**src/rtl/user_input_debounced_pkg.sv**
```systemverilog
// Shared command encodings and key-role indices for the player button front end.
`ifndef GAME_COMMAND_SVH
`define GAME_COMMAND_SVH
`define gameCommand  logic [1:0]
`define COMMAND_NONE 2'd0
`define COMMAND_HIT  2'd1
`define COMMAND_STAND 2'd2
`endif

package user_input_debounced_pkg;
  localparam int unsigned KEY_HIT   = 0;
  localparam int unsigned KEY_STAND = 1;
  localparam int unsigned KEY_DEAL  = 2;
endpackage

```
**src/rtl/user_input_debounced_key_debouncer.sv**
```systemverilog
// One active-low key: synchroniser chain, stability counter and debounced level (1 = pressed).
module key_debouncer #(
  parameter int unsigned SYNC_STAGES     = 2,
  parameter int unsigned DEBOUNCE_CYCLES = 25000000,
  localparam int unsigned CNT_W          = $clog2(DEBOUNCE_CYCLES + 1)
) (
  input  logic i_clk,
  input  logic i_reset,
  input  logic i_key_n,
  output logic o_level
);

  logic [SYNC_STAGES-1:0] sync_q, sync_d;
  logic [CNT_W-1:0]       cnt_q, cnt_d;
  logic                   level_q, level_d;
  logic                   s_pressed;

  always_comb begin
    sync_d    = {sync_q[SYNC_STAGES-2:0], i_key_n};
    s_pressed = ~sync_q[SYNC_STAGES-1];
    cnt_d     = '0;
    level_d   = level_q;
    // The final agreeing cycle toggles the level instead of advancing the counter.
    if (s_pressed != level_q) begin
      if (cnt_q == CNT_W'(DEBOUNCE_CYCLES - 1)) begin
        level_d = s_pressed;
      end else begin
        cnt_d = cnt_q + CNT_W'(1);
      end
    end
  end

  always_ff @(posedge i_clk or posedge i_reset) begin
    if (i_reset) begin
      sync_q  <= '1;
      cnt_q   <= '0;
      level_q <= 1'b0;
    end else begin
      sync_q  <= sync_d;
      cnt_q   <= cnt_d;
      level_q <= level_d;
    end
  end

  assign o_level = level_q;

endmodule

```
**src/rtl/user_input_debounced.sv**
```systemverilog
// Debounced key front end: press edges become hit/stand commands on a valid/ack
// handshake, deal presses become single-cycle pulses.
module user_input_debounced
  import user_input_debounced_pkg::*;
#(
  parameter int unsigned NUM_KEYS        = 4,
  parameter int unsigned SYNC_STAGES     = 2,
  parameter int unsigned DEBOUNCE_CYCLES = 25000000
) (
  input  logic                i_clk,
  input  logic                i_reset,
  input  logic [NUM_KEYS-1:0] i_KEY,
  input  logic                i_turnIndicator,
  input  logic                i_ack,
  output `gameCommand         o_command,
  output logic                o_ready,
  output logic                o_dealButtonPushed,
  output logic [NUM_KEYS-1:0] o_keyLevel,
  output logic [NUM_KEYS-1:0] o_keyPressed,
  output logic                o_overrun
);

  logic [NUM_KEYS-1:0] level;
  logic [NUM_KEYS-1:0] level_prev_q, level_prev_d;
  logic [NUM_KEYS-1:0] press;
  logic [NUM_KEYS-1:0] key_pressed_q, key_pressed_d;
  logic                deal_q, deal_d;
  logic                overrun_q, overrun_d;
  logic                ready_q, ready_d;
  `gameCommand         cmd_q, cmd_d;
  logic                play_req;

  for (genvar k = 0; k < NUM_KEYS; k++) begin : g_key
    key_debouncer #(
      .SYNC_STAGES    (SYNC_STAGES),
      .DEBOUNCE_CYCLES(DEBOUNCE_CYCLES)
    ) u_debouncer (
      .i_clk  (i_clk),
      .i_reset(i_reset),
      .i_key_n(i_KEY[k]),
      .o_level(level[k])
    );
  end

  always_comb begin
    press         = level & ~level_prev_q;
    level_prev_d  = level;
    key_pressed_d = press;
    deal_d        = press[KEY_DEAL];
    overrun_d     = 1'b0;
    ready_d       = ready_q;
    cmd_d         = cmd_q;
    play_req      = i_turnIndicator & (press[KEY_HIT] | press[KEY_STAND]);
    // An ack in the same cycle frees the slot, so the new press loads instead of overrunning.
    if (play_req) begin
      if (ready_q && !i_ack) begin
        overrun_d = 1'b1;
      end else begin
        ready_d = 1'b1;
        cmd_d   = press[KEY_STAND] ? `COMMAND_STAND : `COMMAND_HIT;
      end
    end else if (ready_q && i_ack) begin
      ready_d = 1'b0;
      cmd_d   = `COMMAND_NONE;
    end
  end

  always_ff @(posedge i_clk or posedge i_reset) begin
    if (i_reset) begin
      level_prev_q  <= '0;
      key_pressed_q <= '0;
      deal_q        <= 1'b0;
      overrun_q     <= 1'b0;
      ready_q       <= 1'b0;
      cmd_q         <= `COMMAND_NONE;
    end else begin
      level_prev_q  <= level_prev_d;
      key_pressed_q <= key_pressed_d;
      deal_q        <= deal_d;
      overrun_q     <= overrun_d;
      ready_q       <= ready_d;
      cmd_q         <= cmd_d;
    end
  end

  assign o_command          = cmd_q;
  assign o_ready            = ready_q;
  assign o_dealButtonPushed = deal_q;
  assign o_keyLevel         = level;
  assign o_keyPressed       = key_pressed_q;
  assign o_overrun          = overrun_q;

endmodule
```
**config.mk**
```make
export PLATFORM = sky130hd
export DESIGN_NAME = user_input_debounced
export DESIGN_NICKNAME = d
export VERILOG_FILES = /design/src/rtl/user_input_debounced_pkg.sv /design/src/rtl/user_input_debounced_key_debouncer.sv /design/src/rtl/user_input_debounced.sv
export SDC_FILE = /design/constraint.sdc
export NUM_CORES = 1
export LEC_CHECK = 0
export CORE_MARGIN = 2
export CORE_UTILIZATION = 30
export DETAILED_ROUTE_END_ITERATION = 7
export GPL_TIMING_DRIVEN = 0
export PLACE_DENSITY = 0.51
export SLEW_MARGIN = 20
export SYNTH_ARGS = -nofsm -noshare
export SYNTH_HDL_FRONTEND = slang
export SYNTH_SLANG_ARGS = --single-unit
export TNS_END_PERCENT = 1
```
**constraint.sdc**
```tcl
create_clock -name i_clk -period 5.4 [get_ports i_clk]
set_input_delay 0.81 -clock i_clk [delete_from_list [all_inputs] [get_ports i_clk]]
set_output_delay 0.81 -clock i_clk [all_outputs]
set_load 0.01 [all_outputs]
```
Yosys cells after proc, flatten, opt, wreduce, memory -nomap -nowiden

Cells that the tools add are included.

$add $sub $neg: 4
Equality and inequality tests: 9
Mux-type cells: 17
Bitwise operators: 8
Reduce and logical (&&, ||, !) cells: 9

Operator list:

| kind                    | number |
|---|---|
| $mux W25                | 8 |
| $add A25 B1 Y25 const B | 4 |
| $eq A25 B25 Y1 const B  | 4 |
| $reduce_and A2 Y1       | 5 |
| $mux W2                 | 4 |
| $mux W1                 | 5 |
| $and A4 B4 Y4           | 1 |
| $ne A1 B1 Y1            | 4 |
| $not A1 Y1              | 4 |
| $not A4 Y4              | 1 |
| $logic_and A1 B1 Y1     | 2 |
| $ne A2 B2 Y1 const B    | 1 |
| $reduce_bool A2 Y1      | 1 |
| $and A1 B1 Y1           | 1 |
| $logic_not A1 Y1        | 1 |
| $or A1 B1 Y1            | 1 |

Register bits: 125
Bits of input ports: 8
Output and inout port bits: 13
Word-level logic and storage cells: 65

Depth between registers and ports, before layout

Gate-level depths: netlist of run 1.

Depth in word-level cells: 6
Mapped depth: 6
Depth with buffers taken out: 5

Cells and area by module

From an unflattened synthesis of run 1, not the netlist that was laid out.

Cell total of the unflattened synthesis: 603
Area total of the unflattened synthesis: 5978.2 um^2

Modules (own cells, without submodules):

| module               | instances | cells each | area an instance (um^2) | seq. area each (um^2) |
|---|---|---|---|---|
| key_debouncer        | 4         | 143        | 1388.8                  | 703.2 |
| user_input_debounced | 1         | 31         | 422.9                   | 300.3 |

Worst setup path after synthesis of run 1

OpenSTA, ideal clock, no wires.

Path type: register to register
Start point: register g_key[0].u_debouncer.cnt_q[9]
End point: register g_key[0].u_debouncer.cnt_q[21]
Library setup time: 130 ps
Data arrival time: 1987 ps
Data required time: 5270 ps
Slack: 3283 ps
Stages on the path, launching flop included: 6
Buffers on the path: 1
Clock period less this slack: 2117 ps
Path through: dfrtp_1 -> or4b_1 -> or4_4 -> o31ai_4 -> buf_6 -> a21oi_1

Word-level cells in the longest chain between the ends: 3
Elaborated cells on any way between the ends: 4
Those cells by class: add/sub (1); eq/ne (1); mux (2)

RTL lines:

| what                                                     | line                                                                               | RTL |
|---|---|---|
| start: declaration                                       | user_input_debounced_key_debouncer.sv:14                                           | `logic [CNT_W-1:0] cnt_q, cnt_d;` |
| start signal: assignment                                 | user_input_debounced_key_debouncer.sv:40                                           | `cnt_q <= cnt_d;` |
| $add A25 B1 Y25 / $eq A25 B25 Y1 (equally long branches) | user_input_debounced_key_debouncer.sv:28, user_input_debounced_key_debouncer.sv:25 |  |
| $mux W25 *                                               | user_input_debounced_key_debouncer.sv:25                                           | `if (cnt_q == CNT_W'(DEBOUNCE_CYCLES - 1)) begin` |
| $mux W25 *                                               | user_input_debounced_key_debouncer.sv:24                                           | `if (s_pressed != level_q) begin` |
| via g_key[0].u_debouncer.cnt_d[21]                       | user_input_debounced_key_debouncer.sv:14                                           |  |

Mark *: on every way through the listed nets, which the timed path passes. The rest lies on a longest branch.
A chain may end at the register's enable or synchronous reset.

Worst setup path after layout of run 1

Start point: register g_key[2].u_debouncer.cnt_q[0]
End point: register g_key[2].u_debouncer.cnt_q[3]

Word-level cells in the longest chain between the ends: 3
Elaborated cells on any way between the ends: 4
Those cells by class: add/sub (1); eq/ne (1); mux (2)

RTL lines:

| what                                                     | line |
|---|---|
| start: declaration                                       | user_input_debounced_key_debouncer.sv:14 |
| start signal: assignment                                 | user_input_debounced_key_debouncer.sv:40 |
| $add A25 B1 Y25 / $eq A25 B25 Y1 (equally long branches) | user_input_debounced_key_debouncer.sv:28, user_input_debounced_key_debouncer.sv:25 |
| $mux W25 *                                               | user_input_debounced_key_debouncer.sv:25 |
| $mux W25 *                                               | user_input_debounced_key_debouncer.sv:24 |
| via g_key[2].u_debouncer.cnt_d[3]                        | user_input_debounced_key_debouncer.sv:14 |

Marked as above.

==> results.yml, run 1 <==
setup_path:
  worst-endpoint-arrival_ps: 2650
  worst-path-max-fanout: 10
  timing.critical_path.from_type: "register"
  worst-setup-path-type: "reg2reg"
  timing.critical_path.required_ps: 5670
  worstSetupEndpointType: "register"
yosys:
  synth.top_cell.area_share_pct: 48.8
  post_synth_inst_count: 598
  synth_edf_count: 0
  synth.area.top_cells: "sky130_fd_sc_hd__dfrtp_1 (49%), sky130_fd_sc_hd__xnor2_1 (4.4%), sky130_fd_sc_hd__nor2_1 (4.2%)"
  synthMostInstantiatedCell: "sky130_fd_sc_hd__dfrtp_1"
  yosysSeqAreaShare_pct: 52.3
  post_synth_instance_area_um2: 5950
  synthFlopType: "sky130_fd_sc_hd__dfrtp_1"
  netlist-cell-type-count: 45
  synth_warnings: 0
  net_count_synth: 610
  postSynthRegisterBits: 124
  synth.cells.most_frequent: "sky130_fd_sc_hd__dfrtp_1 (116), sky130_fd_sc_hd__nor2_1 (66), sky130_fd_sc_hd__a21oi_1 (41)"
  avg_cell_area_syn_um2: 9.95
  yosysTopAreaCell: "sky130_fd_sc_hd__dfrtp_1"
  synth-async-reset-ratio_pct: 100
route:
  postRouteWirelength_mm: 12.3
  routedWlPerCell_um: 13.5
  wl_met2_mm: 5.87
  detail-route-antenna-nets: 0
  via_total_after_detailed_routing: 4510
  route.layer.met1.wl_mm: 6.01
  drt_iter0_drc: 249
  met3_wirelength_um: 296
  drt-vias-per-instance: 4.92
  drc: 0
  dr.max_layer_used: "met4"
  detail_route.first_pass.iterations: 4
clocking:
  clock-sinks: 124
  cts.reportedPaths.clkPinSlew_ps: 50
  worstSkewPairLatency_ps: 410
  cts_buffer_depth: 2
  clk_root_buffer_cell: "sky130_fd_sc_hd__clkbuf_16"
  cts_tree: "done"
  ctsResizeCount: 0
  ctsHtreeMaxLevel: 4
  cts-hold-fix-buffers: 0
  cts_setup_buffers: 0
  cts_made_buffers: 17
sta:
  worst_slack_ps: 3030
  totalNegativeSetupSlack_ps: 0
  rsz0062_at_grt: "false"
  worst_slew_pin_slew_ps: 781
  timing.slew.headroom_pct: 47.5
  final-setup-viol-count: 0
  max_slew_vio_count: 0
  timing.final.crit_share_pct: 43.9
  max_clock_freq_mhz: 422
  period_minus_slack_ps: 2370
  hold_viol: 0
  worst_clock_skew_ps: 6.73
die:
  design.portCount: 21
  starting_density_of_the_core_pct: 30.6
  die_h_um: 145
  fp.coreArea_um2: 19500
  area_of_the_die_um2: 21000
  die_width_um: 145
  std_cell_rows: 51
run_status:
  outcome: "finished clean"
run:
  cap_violations: 0
placement:
  gp_routability_congestion: 0.809
  detailed_place_hpwl_mm: 8.40
  port_buffers: 20
  dp_worst_slack_ps: 3010
  detailed_place.area_um2: 6510
global_route:
  grt_pass1_wl_mm: 22.1
  grt_antenna_before_repair: 0
  first_global_vias: 4645
  grt_util_all_layers_pct: 13.3
  globalRouteOverflowTotal: 0
  grt_max_degree: 65
power_and_ir_drop:
  vdd_drop_max_mv: 0.222
  power_per_cell_area_nw_per_um2: 300
  power_leakage_nw: 2.80
  finalPower_mw: 2.13
cells_and_area:
  finalNetCount: 650
  growth_of_design_area_from_synthesis_to_finish_pct: 19.5
  num_antenna_cells: 0
  drive_gt1_share_pct: 9.83
  final_util_pct: 36.5
  layout.cell_area.non_filler_um2: 7110
  num-fill-cells: 1966
min_path:
  hold_class: "reg2reg"
stage by stage:
stage          cells  hold WS, ps
2_1_floorplan    598          345
3_3_place_gp     883          348
3_5_place_dp     884          350
5_1_grt          916          358
4_1_cts          916          358
6_report         916          356
layout make-up:
| cell class | instances | area, um2 | share of cell area, % |
|---|---|---|---|
| plain buffers | 25 | 133 | 1.87 |
| clock buffers | 27 | 543 | 7.64 |
| clock inverters | 5 | 52.6 | 0.739 |
| inverters | 19 | 76.3 | 1.07 |
| multi-input cells | 430 | 2630 | 37.0 |
| flip-flops and latches | 124 | 3110 | 43.8 |
| well taps | 265 | 332 | 4.66 |
| repair buffers | 21 | 228 | 3.20 |
placed cells by master, fill, tap and decap left out, drive strengths merged, types with 8 or more instances in the layout:
master	n
nand2	37
and3	9
xnor2	30
o21ai	23
dfstp	8
dfrtp	116
nand3	32
or3	27
xor2	26
clkbuf	42
inv	19
clkdlybuf4s50	20
nor4	12
o31ai	19
nor2	66
or4	23
buf	11
nor3	11
nand4	28
a21oi	41
registers in the layout (all words and copies together) (netlist names):
register                   count
o_command                      2
o_overrun                      1
g_key.u_debouncer.sync_q       8
g_key.u_debouncer.cnt_q      100
level_prev_q                   4
g_key.u_debouncer.o_level      4
o_keyPressed                   4
o_ready                        1
cell families after synthesis:
kind of cell | after synthesis | synth area share [%]
simple gates | 276 | 25.3
flops | 124 | 52.3
compound gates | 90 | 9.15
xor+xnor | 56 | 8.24
buf+inv | 44 | 3.43
mux | 4 | 0.694
fa+ha+maj | 4 | 0.841
layer usage:
metal	global-route usage, %	vias up
li1	-	2235
met1	16.8	2224
met2	21.9	37
met3	3.65	14
met4	4.39	0
met5	0	-
power by group:
part / internal, mW / leakage, nW / switching (mW)
clock: 0.729 / 0.295 / 0.389
sequential: 0.943 / 1.70 / 0.00859
combinational: 0.0187 / 0.810 / 0.0414
worst max-delay path, cell delays in order, from the launching register on:
cell and delay, ps:
sky130_fd_sc_hd__dfrtp_1 360, sky130_fd_sc_hd__ha_1 150, sky130_fd_sc_hd__clkbuf_1 280, sky130_fd_sc_hd__nand2_1 160
sky130_fd_sc_hd__o31ai_1 700, sky130_fd_sc_hd__clkbuf_1 440, sky130_fd_sc_hd__nor2_1 130
path summary, 6_finish.rpt:
path                                                startpoint                              to  slack, ps  cells past startpoint
worst max-delay path             g_key[2].u_debouncer.cnt_q[0]   g_key[2].u_debouncer.cnt_q[3]       3030                      6
worst min-delay path            g_key[0].u_debouncer.sync_q[0]  g_key[0].u_debouncer.sync_q[1]        360                      0
worst max register to register   g_key[2].u_debouncer.cnt_q[0]   g_key[2].u_debouncer.cnt_q[3]       3030                      6
worst min register to register  g_key[0].u_debouncer.sync_q[0]  g_key[0].u_debouncer.sync_q[1]        360                      0
max in group asynchronous                              i_reset  g_key[2].u_debouncer.sync_q[1]       3810                      3
min in group asynchronous                              i_reset   g_key[1].u_debouncer.cnt_q[7]        850                      2
No activity file was read; power rests on OpenSTA's default activity.
==> run 2, diff against run 1 <==
--- a/config.mk
+++ b/config.mk
@@ -9,7 +9,7 @@
 export CORE_UTILIZATION = 30
 export DETAILED_ROUTE_END_ITERATION = 7
 export GPL_TIMING_DRIVEN = 0
-export PLACE_DENSITY = 0.51
+export PLACE_DENSITY = 0.53
 export SLEW_MARGIN = 20
 export SYNTH_ARGS = -nofsm -noshare
 export SYNTH_HDL_FRONTEND = slang
==> constraint.sdc (replaced) <==
create_clock -name i_clk -period 2.1 [get_ports i_clk]
set_input_delay 0.315 -clock i_clk [delete_from_list [all_inputs] [get_ports i_clk]]
set_output_delay 0.315 -clock i_clk [all_outputs]
set_load 0.01 [all_outputs]
==> run 2 against run 1 <==
The run now ends with setup timing left. Utilization rose by 1.0 points. Sequential share of layout area fell by 1.2 points. First-iteration DRC count fell by 17%. Maximum frequency rose by 10%. Via count rose by 1.0%. Largest cell class unchanged. Largest power group unchanged.
==> results.yml, run 2 (synthesized netlist as in run 1, its figures left out) <==
route:
  postRouteWirelength_mm: 12.2
  via_total_after_detailed_routing: 4557
  detail-route-antenna-nets: 0
  drc: 0
  drt-vias-per-instance: 4.94
  routedWlPerCell_um: 13.2
  detail_route.first_pass.iterations: 5
  drt_iter0_drc: 207
clocking:
  cts-hold-fix-buffers: 0
  cts_buffer_depth: 2
  ctsHtreeMaxLevel: 4
  clk_root_buffer_cell: "sky130_fd_sc_hd__clkbuf_16"
  cts_tree: "done"
  clock-sinks: 124
  cts_made_buffers: 17
  worstSkewPairLatency_ps: 410
  cts.reportedPaths.clkPinSlew_ps: 60
setup_path:
  worstSetupEndpointType: "register"
  worstReg2RegEnd: "g_key[0].u_debouncer.cnt_q[24]"
  setup.worst_path.start: "g_key[0].u_debouncer.cnt_q[1]"
  ff2ff_setup_slack_ps: -50
  path_buf_inv: 1
  critical-path-slowest-cell: "sky130_fd_sc_hd__or4_1"
  timing.reg2reg.worst_path_depth: 6
  worst-path-max-fanout: 7
  timing.critical_path.required_ps: 2430
  regToRegStartpoint: "g_key[0].u_debouncer.cnt_q[1]"
  worst-setup-path-type: "reg2reg"
  worst-endpoint-arrival_ps: 2480
  slowest_cell_delay_on_critical_path_ps: 520
  crit_family: "simple AND/OR/NAND/NOR gates"
  timing.critical_path.from_type: "register"
  path_cells: "ha_4 > nand4_4 > or4_1 > clkbuf_4 > or4b_1 > a21oi_1"
placement:
  dp_worst_slack_ps: -369
  place_inst: 887
  port_buffers: 20
  detailed_place.area_um2: 6570
  detailed_place_hpwl_mm: 8.33
  gp_routability_congestion: 0.785
cells_and_area:
  largest_register_ffs: 100
  top_register: "g_key.u_debouncer.cnt_q"
  most-common-layout-cells: "sky130_fd_sc_hd__dfrtp_1 (114), sky130_fd_sc_hd__nor2_1 (66), sky130_fd_sc_hd__a21oi_1 (40)"
  finish.cell_count_without_fillers: 922
  finalNetCount: 656
  layout.cell_area.non_filler_um2: 7310
  final_util_pct: 37.6
  growth_of_design_area_from_synthesis_to_finish_pct: 22.9
  drive_gt1_share_pct: 12.8
  num_antenna_cells: 0
  reg_top3: "g_key.u_debouncer.cnt_q (100), g_key.u_debouncer.sync_q (8)"
  most_frequent_standard_cell_in_the_layout_excluding_fill_and_tap_cells: "sky130_fd_sc_hd__dfrtp_1"
  num-fill-cells: 1900
run_status:
  outcome: "finished, violations left"
  failing_checks: "setup timing"
sta:
  worst_clock_skew_ps: 6.24
  period_minus_slack_ps: 2150
  timing.final.crit_share_pct: 103
  timing.slew.headroom_pct: 54.0
  max_clock_freq_mhz: 464
  rsz0062_at_grt: "true"
  final-setup-viol-count: 1
  hold_viol: 0
  worst_slew_pin_slew_ps: 684
  worst_slack_ps: -54.8
  max_slew_vio_count: 0
  totalNegativeSetupSlack_ps: -54.8
  final_worst_hold_slack_ps: 280
die:
  die_h_um: 145
  design.portCount: 21
  area_of_the_die_um2: 21000
  std_cell_rows: 51
  die_width_um: 145
  starting_density_of_the_core_pct: 30.6
  fp.coreArea_um2: 19500
power_and_ir_drop:
  power_per_cell_area_nw_per_um2: 774
  finalPower_mw: 5.66
  power_leakage_nw: 2.89
  vdd_drop_max_mv: 0.498
global_route:
  grt_util_all_layers_pct: 12.7
  first_global_vias: 4521
  globalRouteOverflowTotal: 0
  grt_antenna_before_repair: 0
  grt_pass1_wl_mm: 21.3
  grt_max_degree: 33
run:
  cap_violations: 0
min_path:
  hold_class: "in2async"
-- run 2: cell types whose count changed in the layout (fill, tap and decap cells not counted), sizes merged --
| cell | before | now |
|---|---|---|
| clkbuf | 42 | 40 |
| bufinv | 1 | 3 |
| inv | 19 | 18 |
| clkinv | 3 | 2 |
| clkinvlp | 1 | 2 |
| buf | 11 | 18 |
-- run 2: area by class of cell --
| cell class | instances | area [um2] | share of cell area (%) |
|---|---|---|---|
| clock inverter | 6 | 108 | 1.47 |
| clock buffer | 26 | 509 | 6.97 |
| sequential | 124 | 3120 | 42.6 |
| inverter | 19 | 75.1 | 1.03 |
| timing repair buffer | 27 | 303 | 4.14 |
| tap | 265 | 332 | 4.54 |
| buffer | 25 | 148 | 2.02 |
| multi-input combinational | 430 | 2720 | 37.2 |
-- run 2: how the worst max path moves through the flow --
stage                                endpoint  depth (start not counted)
2_1_floorplan  g_key[0].u_debouncer.cnt_q[21]                          5
3_3_place_gp    g_key[3].u_debouncer.cnt_q[0]                          2
3_5_place_dp    g_key[2].u_debouncer.cnt_q[5]                          6
4_1_cts        g_key[0].u_debouncer.cnt_q[24]                          6
5_1_grt        g_key[0].u_debouncer.cnt_q[24]                          6
6_report       g_key[0].u_debouncer.cnt_q[24]                          6
-- run 2: power by group --
group | internal [mW] | leakage, nW | total, mW | switching [mW]
logic | 0.0700 | 0.893 | 0.182 | 0.112
clock network | 2.02 | 0.301 | 3.02 | 1.00
registers | 2.43 | 1.69 | 2.45 | 0.0263
total | 4.52 | 2.89 | 5.66 | 1.14
-- run 2: repair_timing --
| action | 4_1_cts | 5_1_grt |
|---|---|---|
| pin swaps | 3 | 2 |
| endpoints found under the setup margin | 86 | 78 |
| buffers inserted | 3 | 0 |
| resized for setup | 16 | 13 |
-- run 2: routing by layer --
layer | GRT usage (%) | wire (um) | vias up
li1 | - | - | 2245
met1 | 15.9 | 5770 | 2234
met2 | 21.1 | 5940 | 67
met3 | 3.16 | 304 | 11
met4 | 4.60 | 155 | 0
met5 | 0 | 0 | -
